`config.mk`:
```
export PLATFORM = sky130hd
export DESIGN_NAME = fft_lsram_stream_reader
export DESIGN_NICKNAME = d
export VERILOG_FILES = /design/src/rtl/fft_lsram_pkg.sv /design/src/rtl/fft_rd_skid_fifo.sv /design/src/rtl/fft_lsram_stream_reader.sv
export SDC_FILE = /design/constraint.sdc
export NUM_CORES = 1
export LEC_CHECK = 0
export CORE_UTILIZATION = 56
export CTS_CLUSTER_DIAMETER = 40
export DETAILED_ROUTE_END_ITERATION = 7
export PLACE_DENSITY = 0.77
export SETUP_SLACK_MARGIN = 0.02
export SLEW_MARGIN = 20
export SYNTH_ARGS = -nofsm -noshare
export SYNTH_HDL_FRONTEND = slang
export SYNTH_SLANG_ARGS = --single-unit
```
`constraint.sdc`:
```
create_clock -name i_rclock -period 3.7 [get_ports i_rclock]
set_input_delay 0.74 -clock i_rclock [delete_from_list [all_inputs] [get_ports i_rclock]]
set_output_delay 0.74 -clock i_rclock [all_outputs]
set_load 0.01 [all_outputs]
```
`src/rtl/fft_lsram_pkg.sv`:
```
// fft_lsram_pkg: shared constants, read-controller state type and address bit-reversal
// for the FFT result LSRAM stream reader.
package fft_lsram_pkg;
   localparam int FFT_ADDR_W = 11;
   localparam int FFT_DATA_W = 64;
   localparam int FFT_RD_LAT = 2;

   typedef enum logic [1:0] {IDLE, RUN, DRAIN} rd_state_t;

   function automatic logic [FFT_ADDR_W-1:0] bitrev(input logic [FFT_ADDR_W-1:0] a);
      logic [FFT_ADDR_W-1:0] r;
      for (int i = 0; i < FFT_ADDR_W; i++) r[i] = a[FFT_ADDR_W-1-i];
      return r;
   endfunction
endpackage

```
`src/rtl/fft_rd_skid_fifo.sv`:
```
// fft_rd_skid_fifo: register FIFO with fall-through read; an empty FIFO forwards a
// same-cycle push straight to the output, and the occupancy feeds the read credit check.
module fft_rd_skid_fifo #(
   parameter int WIDTH = 65,
   parameter int DEPTH = 4,
   parameter int CW    = $clog2(DEPTH+1)
) (
   input  logic             i_clk,
   input  logic             i_rst,
   input  logic             i_push,
   input  logic [WIDTH-1:0] i_data,
   input  logic             i_pop,
   output logic             o_valid,
   output logic [WIDTH-1:0] o_data,
   output logic [CW-1:0]    o_count
);
   localparam int PW = (DEPTH > 1) ? $clog2(DEPTH) : 1;

   logic [WIDTH-1:0] r_mem [DEPTH];
   logic [PW-1:0]    r_rd, r_wr;
   logic [CW-1:0]    r_count;
   logic             w_empty, w_we, w_re;

   // a push that bypasses an empty FIFO and is popped at once is never stored
   assign w_empty = (r_count == '0);
   assign w_we    = i_push & ~(w_empty & i_pop);
   assign w_re    = i_pop & ~w_empty;
   assign o_valid = ~w_empty | i_push;
   assign o_data  = ~w_empty ? r_mem[r_rd] : (i_push ? i_data : '0);
   assign o_count = r_count;

   always_ff @(posedge i_clk)
      if (w_we) r_mem[r_wr] <= i_data;

   always_ff @(posedge i_clk or posedge i_rst)
      if (i_rst) begin
         r_rd    <= '0;
         r_wr    <= '0;
         r_count <= '0;
      end else begin
         if (w_we) r_wr <= (r_wr == PW'(DEPTH-1)) ? '0 : r_wr + 1'b1;
         if (w_re) r_rd <= (r_rd == PW'(DEPTH-1)) ? '0 : r_rd + 1'b1;
         r_count <= r_count + CW'(w_we) - CW'(w_re);
      end
endmodule

```
`src/rtl/fft_lsram_stream_reader.sv`:
```
// fft_lsram_stream_reader: sweeps the LSRAM read port over one frame and streams the words
// with credit-limited issue into a skid FIFO. FFT_RD_BITREV_EN selects bit-reversed addressing.
module fft_lsram_stream_reader
   import fft_lsram_pkg::*;
#(
   parameter int ADDR_W = FFT_ADDR_W,
   parameter int DATA_W = FFT_DATA_W,
   parameter int RD_LAT = FFT_RD_LAT
) (
   input  logic              i_rclock,
   input  logic              i_rst,
   input  logic              i_start,
   input  logic [ADDR_W:0]   i_frame_len,
   output logic              o_busy,
   output logic              o_done,
   output logic [ADDR_W-1:0] o_raddr,
   output logic              o_do_en,
   output logic              o_do_rst,
   input  logic [DATA_W-1:0] i_do,
   output logic [DATA_W-1:0] o_m_data,
   output logic              o_m_valid,
   input  logic              i_m_ready,
   output logic              o_m_last
);
   localparam int DEPTH = RD_LAT + 2;
   localparam int CW    = $clog2(DEPTH+1);
   localparam int SW    = CW + 1;

   rd_state_t         r_state, w_next;
   logic [ADDR_W:0]   r_len, r_issue, r_push_idx, w_len_in;
   logic [RD_LAT-1:0] r_vld;
   logic [CW-1:0]     w_count;
   logic [SW-1:0]     w_used;
   logic [DATA_W:0]   w_fifo_out;
   logic              w_accept, w_issue, w_push, w_pop, w_last_in, w_drain_done;

`ifdef FFT_RD_BITREV_EN
   assign w_len_in = {1'b1, {ADDR_W{1'b0}}};
   assign o_raddr  = bitrev(r_issue[ADDR_W-1:0]);
`else
   assign w_len_in = (i_frame_len == '0) ? {1'b1, {ADDR_W{1'b0}}} : i_frame_len;
   assign o_raddr  = r_issue[ADDR_W-1:0];
`endif

   // credits: reads in flight plus words parked in the FIFO never exceed DEPTH
   assign w_used       = SW'($countones(r_vld)) + SW'(w_count);
   assign w_accept     = (r_state == IDLE) & i_start;
   assign w_issue      = (r_state == RUN) & (r_issue < r_len) & (w_used < SW'(DEPTH));
   assign w_push       = r_vld[RD_LAT-1];
   assign w_pop        = o_m_valid & i_m_ready;
   assign w_last_in    = (r_push_idx == r_len - 1'b1);
   assign w_drain_done = (r_vld == '0) & (w_count == '0);

   always_comb begin
      w_next = r_state;
      if (w_accept) w_next = RUN;
      if ((r_state == RUN) && w_issue && (r_issue == r_len - 1'b1)) w_next = DRAIN;
      if ((r_state == DRAIN) && w_drain_done) w_next = IDLE;
   end

   always_ff @(posedge i_rclock or posedge i_rst)
      if (i_rst) begin
         r_state    <= IDLE;
         r_len      <= '0;
         r_issue    <= '0;
         r_push_idx <= '0;
         r_vld      <= '0;
      end else begin
         r_state <= w_next;
         r_vld   <= (r_vld << 1) | RD_LAT'(w_issue);
         if (w_accept) begin
            r_len      <= w_len_in;
            r_issue    <= '0;
            r_push_idx <= '0;
         end else begin
            if (w_issue) r_issue <= r_issue + 1'b1;
            if (w_push) r_push_idx <= r_push_idx + 1'b1;
         end
      end

   fft_rd_skid_fifo #(.WIDTH(DATA_W+1), .DEPTH(DEPTH), .CW(CW)) u_fifo (
      .i_clk   (i_rclock),
      .i_rst   (i_rst),
      .i_push  (w_push),
      .i_data  ({w_last_in, i_do}),
      .i_pop   (w_pop),
      .o_valid (o_m_valid),
      .o_data  (w_fifo_out),
      .o_count (w_count)
   );

   assign {o_m_last, o_m_data} = w_fifo_out;
   assign o_busy   = (r_state != IDLE);
   assign o_done   = (r_state == DRAIN) & w_drain_done;
   assign o_do_en  = ~i_rst;
   assign o_do_rst = (r_state == IDLE);
endmodule

```
== Word level (Yosys, flattened, before mapping) ==
Memory sizes are Yosys's and may differ from the RTL's.
Cells that the tools add are included.

* Bits in writable memories: 260
* Memories kept: 1
* Word-level logic and storage cells: 65
* Input bits: 80
* Register bits: 47

{| class="wikitable"
|+ Memories
! memory !! depth !! width !! read ports !! clocked after Yosys merged registers in !! write ports !! line !! RTL
|-
| u_fifo.r_mem || 4 || 65 || 1 || 0 || 1 || fft_rd_skid_fifo.sv:19 || <nowiki>logic [WIDTH-1:0] r_mem [DEPTH];</nowiki>
|}

* Order comparisons: 2
* Multiplexer cells: 14
* Reductions and logical operators: 11
* Bitwise logic cells: 14
* $add $sub $neg: 9
* Equal/unequal tests: 6

{| class="wikitable"
|+ Operators with widths
! operator !! count
|-
| 65-bit two-way mux || 2
|-
| 12-bit two-way mux || 5
|-
| 12-bit by 1-bit adder with 12-bit output, second input constant || 2
|-
| 12-bit == test || 2
|-
| 12-bit logical NOT || 1
|-
| 12-bit < comparator || 1
|-
| 12-bit by 1-bit subtractor with 12-bit output, second input constant || 1
|-
| 2-bit two-way mux || 5
|-
| 1-bit bitwise AND || 9
|-
| 2-bit == test, second input constant || 3
|-
| 2-bit nonzero test || 3
|-
| 2-bit by 1-bit adder with 2-bit output, second input constant || 2
|-
| 2-bit by 3-bit adder with 4-bit output || 1
|-
| 2-bit logical NOT || 2
|-
| 4-bit by 3-bit < comparator with 1-bit output, second input constant || 1
|-
| 3-bit by 1-bit adder with 3-bit output || 1
|-
| 1-bit logical AND || 3
|-
| 3-bit logical NOT || 1
|-
| 1-bit NOT || 3
|-
| 3-bit nonzero test || 1
|-
| 3-bit by 1-bit subtractor with 3-bit output || 1
|-
| 1-bit by 1-bit adder with 2-bit output || 1
|-
| 2-bit by 1-bit == test with 1-bit output, second input constant || 1
|-
| 1-bit two-way mux || 2
|-
| 2 further kinds || 2
|}

== Depth between registers and ports, before layout ==
* Depth after elaboration: 9
* Depth in mapped cells: 9
* Gate-level depth less buffers: 8

== Modules after synthesis ==
Synthesis repeated with hierarchy kept, for this count alone.

* Cells, all modules: 906
* Area, all modules: 13624.3 µm²

{| class="wikitable"
|+ By module, submodules not included
! module !! sequential area each (µm²) !! times used !! area an instance (µm²) !! cells each
|-
| fft_rd_skid_fifo || 7982.7 || 1 || 10757.8 || 595
|-
| fft_lsram_stream_reader || 1001.0 || 1 || 2866.5 || 311
|}

== Worst setup path after synthesis ==
No wires, ideal clock.

* Kind: input-to-reg
* Start point: input i_m_ready
* End point: memory u_fifo.r_mem[0][0], enable pin
* Stages: 2
* Arrival time: 2.663 ns
* Path slack: 0.607 ns
* Path through: a21boi_1 and2_1

* Word-level cells in the longest chain between the ends: 6

{| class="wikitable"
|+ Ends and longest elaborated chain
! what !! line !! RTL
|-
| from (decl) || fft_lsram_stream_reader.sv:22 || <nowiki>input logic i_m_ready,</nowiki>
|-
| 1-bit bitwise AND || fft_lsram_stream_reader.sv:50 || <nowiki>assign w_pop = o_m_valid & i_m_ready;</nowiki>
|-
| 1-bit bitwise AND || fft_rd_skid_fifo.sv:26 || <nowiki>assign w_we = i_push & ~(w_empty & i_pop);</nowiki>
|-
| 1-bit NOT || fft_rd_skid_fifo.sv:26 ||
|-
| 1-bit bitwise AND || fft_rd_skid_fifo.sv:26 ||
|-
| 1-bit two-way mux || fft_rd_skid_fifo.sv:33 || <nowiki>if (w_we) r_mem[r_wr] <= i_data;</nowiki>
|-
| 1-bit two-way mux (not written as such) || fft_rd_skid_fifo.sv:33 ||
|-
| to (decl) || fft_rd_skid_fifo.sv:19 ||
|}

No other way between the ends.

== Final worst setup path ==
* Start point: register u_fifo.r_rd[0]
* End point: output o_m_data[1]

* Word-level cells in the longest chain between the ends: 2

{| class="wikitable"
|+ Ends and longest elaborated chain
! what !! line !! RTL
|-
| from (decl) || fft_rd_skid_fifo.sv:20 || <nowiki>logic [PW-1:0] r_rd, r_wr;</nowiki>
|-
| from (signal assigned) || fft_rd_skid_fifo.sv:42 || <nowiki>if (w_re) r_rd <= (r_rd == PW'(DEPTH-1)) ? '0 : r_rd + 1'b1;</nowiki>
|-
| memory read 4 x 65 bit || -- ||
|-
| 65-bit two-way mux || fft_rd_skid_fifo.sv:29 || <nowiki>assign o_data = ~w_empty ? r_mem[r_rd] : (i_push ? i_data : '0);</nowiki>
|-
| to (decl) || fft_lsram_stream_reader.sv:20 || <nowiki>output logic [DATA_W-1:0] o_m_data,</nowiki>
|}

No other way between the ends.

==> metrics list <==
- During synthesis, Yosys emitted a total of 0 warnings.
- Global Route Usage Sum: 24.6%
- Cell area after layout: 17000 sq um
- Buffers inserted to repair hold after CTS numbered 0.
- In the routed layout, each cell is associated on average with a via count of 5.79.
- RSZ-0062 raised after global routing: no
* Proportion of register bits with asynchronous set or reset after synthesis: 15.3%
- Total congestion overflow: 0
* Cell family with most CP delay: flip-flops
* Capturing element type of the critical path: output port
* Leak Pwr: 0.00622 uW
- Count of pins on the block boundary: 161
- Number of cells in the finished layout apart from fillers: 1437
- The floorplan has 56 rows.
- Headroom to the max-slew limit came out at 45.2%.
- Routability-driven placement congestion ratio: 0.866
* Crit share post-route: 95.4%
- The tightest min-delay check is of the flop to flop type.
* Area growth from synthesis to final layout: 26.4%
- Clock latency on the worst-skew pair, taken at its later pin, is 0.53 ns.
- CTS clock-pin slew for the worst setup and hold paths: 0.05 ns
- CTS built an H-tree with a depth of 2.
* Number of violations of the max-capacitance limit: 0
- Startpoint class of the critical path: flop
- Final clock skew: 0.0260 ns
- ANT nets after route: 0
- In this run the clock root is driven by a sky130_fd_sc_hd__clkbuf_16.
* Count of filler cells inserted in the layout: 1461
- Per report_power, the sequential group accounts for 35.0% of the total.
* Switching power total: 4840 uW
- Number of distinct standard cells referenced by the synthesized netlist: 54
- The run finished with clean final reports.
- Die outline area: 24700 sq um
* Most frequent cells in the layout: sky130_fd_sc_hd__edfxtp_1, sky130_fd_sc_hd__nand2_1, sky130_fd_sc_hd__clkdlybuf4s50_1
- For this design, the sink count on the clock tree is 307.
- Before antenna repair, the detailed router went through 6 iterations.
- The net count of the finished layout is 1191.
* Required time at the endpoint of the critical path: 2.96 ns
- R2R Setup Slk: 0.85 ns
- CP Data Arrival Time: 2.79 ns
- Total count of max-transition violations in the final report: 0
- Initial detailed-routing violation count: 613
* Largest stage delay on the critical path: 0.79 ns
* Post-synth EDFFs: 260
- Fraction of power consumed by the clock network: 27.8%
* CTS max path bufs: 3
- In this run the horizontal extent of the chip is 157 microns.
- Sequential-to-total area share from yosys stat: 66.7%
- Commonest non-fill, non-tap cell in the layout: sky130_fd_sc_hd__edfxtp_1
- Avg WL per Cell: 20.7 microns
- Residual DRC: 0
- Of the total power, the share spent switching nets is 32.5%.
- After layout, the minimum clock period comes to 3.53 ns.
- From bottom edge to top edge, the die measures 157 microns.
* Critical-path maximum fanout: 25
- Entering global routing, the biggest net connects 66 pins.
* Cells after DPL: 1359
- Estimated wirelength of the detail-placed design: 18.0 mm
- The number of clock buffers added by TritonCTS is 41.
- In this run, the combinational gates consume 37.2% of the power.
- Counting every instance in the synthesized netlist gives 915.
- Effective utilization at floorplan: 57.2%
- Critical path buffers and inverters: 2
- The mapped netlist covers 13500 sq um.
- VDD sags by at most 0.509 mV.
- Fraction of the core area covered by cells at the end of the flow: 72.3%
- Dividing total power by cell area gives a power density of 876 nW/um^2.
- Post-route setup slack: 0.170 ns
- Clock tree from TritonCTS: built
- The first global-routing pass estimated 45.7 mm of wire.
- During placement, the flow inserted port buffers numbering 160.
- Number of global-route vias before repair: 8490
* Fraction of layout cells with a size suffix above 1: 17.1%
- The final-report hold violation count came to 0.
- In the synthesized netlist the dominant register cell turns out to be sky130_fd_sc_hd__edfxtp_1.
- Number of endpoints failing setup at the final stage: 0
- CP cell instances: buf_4 > mux4_2 > nand2_1 > nand2_1 > clkdlybuf4s50_1
* Worst path most repeated cell: sky130_fd_sc_hd__nand2_1
- Worst Setup Path Type: flop to output port
* Via count of the routed design: 8325
- OpenSTA, run right after detailed placement, puts the worst setup slack at -0.0552 ns.
* Actual slew at the worst max-slew pin: 0.814 ns
- After floorplanning, the core was sized to cover 23500 sq um.
- The initial antenna violation count was 1.
* Cell area after placement: 15500 sq um
- Static timing analysis puts the maximum clock frequency at 283 MHz.
- Summed over all layers, the routed wires come to 29.7 mm.
- In this run, synthesis produced a sequential element count of 307.
- On the critical path, the stage with the largest delay is an instance of sky130_fd_sc_hd__dfrtp_4.
- The number of nets handed over by synthesis was 1020.
* Average instance area after synthesis: 14.7 sq um
- Cell internal power was estimated by the tool at 10100 uW.
## final timing paths
kind,depth (start not counted),end,from
setup / recovery,5,o_m_data[1],u_fifo.r_rd[0]
hold / removal,0,r_vld[1],r_vld[0]
setup reg to reg,8,r_issue[7],r_len[9]
hold reg to reg,0,r_vld[1],r_vld[0]
max in group asynchronous,3,u_fifo.r_rd[0],i_rst
min in group asynchronous,3,r_push_idx[2],i_rst
## cells by family (layout without fill, tap and decap cells)
logic type	after synthesis	after routing	synth area share, %
and+or+nand+nor	324	324	11.1
adders and majority gates	25	25	2.38
AOI/OAI and AO/OA	64	64	3.19
xor gates and xnor gates	42	42	2.73
DFF	307	307	66.7
buffers and inverters	83	285	2.69
muxes	70	70	11.2
other	0	1	0
## layout make-up
class | instances | area [sq um] | share of cell area (%)
flip-flops and latches | 307 | 8990 | 52.8
clock buffers | 47 | 1060 | 6.22
multi-input cells | 525 | 4180 | 24.6
well taps | 319 | 399 | 2.34
diodes | 1 | 2.50 | 0.0147
clock inverters | 27 | 393 | 2.31
inverters | 25 | 93.8 | 0.551
repair buffers | 186 | 1900 | 11.2
## state kept, by name, indices dropped and copies added, names as in the netlist
register and flops:
r_state 2, u_fifo.o_count 3, r_len 12, r_push_idx 12, u_fifo.r_rd 2, r_issue 12
u_fifo.r_wr 2, r_vld 2, u_fifo.r_mem 260
## power by group through the flow
stage	clock (uW)	sequential (uW)	combinational, uW
2_1_floorplan	0	4960	3390
3_5_place_dp	0	5260	5500
4_1_cts	4210	5210	5580
5_1_grt	4330	5290	6010
3_3_place_gp	0	5220	5400
6_report	4150	5210	5540
## through the flow
stage                     TNS, ns  hold WS [ns]  total power, uW
final                           0         0.496            14900
after CTS                       0         0.490            15000
after global routing            0         0.502            15600
after global placement          0         0.488            10600
after detailed placement  -0.0552         0.480            10800
after floorplan                 0         0.381             8350
## synth_stat cells, types with 2 or more instances
cell type | number | area, sq um
sky130_fd_sc_hd__mux2i_1 | 4 | 40.0
sky130_fd_sc_hd__o41ai_1 | 2 | 17.5
sky130_fd_sc_hd__a31o_2 | 7 | 61.3
sky130_fd_sc_hd__nand3_1 | 71 | 355
sky130_fd_sc_hd__or3_1 | 3 | 18.8
sky130_fd_sc_hd__nor4_2 | 2 | 25.0
sky130_fd_sc_hd__o22ai_1 | 2 | 12.5
sky130_fd_sc_hd__a2111oi_2 | 2 | 30.0
sky130_fd_sc_hd__mux4_2 | 65 | 1460
sky130_fd_sc_hd__clkbuf_1 | 31 | 116
sky130_fd_sc_hd__buf_4 | 11 | 82.6
sky130_fd_sc_hd__a211oi_1 | 2 | 15.0
sky130_fd_sc_hd__and2_1 | 9 | 56.3
sky130_fd_sc_hd__edfxtp_1 | 260 | 7810
sky130_fd_sc_hd__nor3_1 | 10 | 50.1
sky130_fd_sc_hd__dfrtp_1 | 47 | 1180
sky130_fd_sc_hd__xnor2_1 | 28 | 245
sky130_fd_sc_hd__a21o_1 | 3 | 22.5
sky130_fd_sc_hd__and4_1 | 2 | 17.5
sky130_fd_sc_hd__buf_2 | 8 | 40.0
sky130_fd_sc_hd__and3_1 | 4 | 25.0
sky130_fd_sc_hd__inv_1 | 25 | 93.8
sky130_fd_sc_hd__o211ai_1 | 2 | 15.0
sky130_fd_sc_hd__xor2_1 | 14 | 123
sky130_fd_sc_hd__o21a_1 | 2 | 15.0
sky130_fd_sc_hd__nand4_1 | 11 | 68.8
sky130_fd_sc_hd__nand2_1 | 167 | 627
sky130_fd_sc_hd__ha_1 | 24 | 300
sky130_fd_sc_hd__nor4_1 | 3 | 18.8
sky130_fd_sc_hd__nand2b_1 | 2 | 12.5
sky130_fd_sc_hd__nor2_1 | 32 | 120
sky130_fd_sc_hd__o21ai_0 | 18 | 90.1
sky130_fd_sc_hd__a21oi_1 | 14 | 70.1
sky130_fd_sc_hd__buf_1 | 8 | 30.0
## repair_timing
action	CTS	global route
pin swaps	2	3
endpoints found under the setup margin	1	1
buffers inserted	1	2
endpoints found under the hold margin	0	0
gates resized for setup	7	5
## layer usage
layer / share of wire [%] / vias to the layer above / track usage, %
li1: - / 3784 / -
met3: 6.3 / 47 / 4.52
met4: 2.2 / 0 / 7.72
met1: 41 / 4188 / 32.3
met2: 51 / 306 / 41.9
met5: 0 / - / 0
Power figures use the tool's default switching activity.
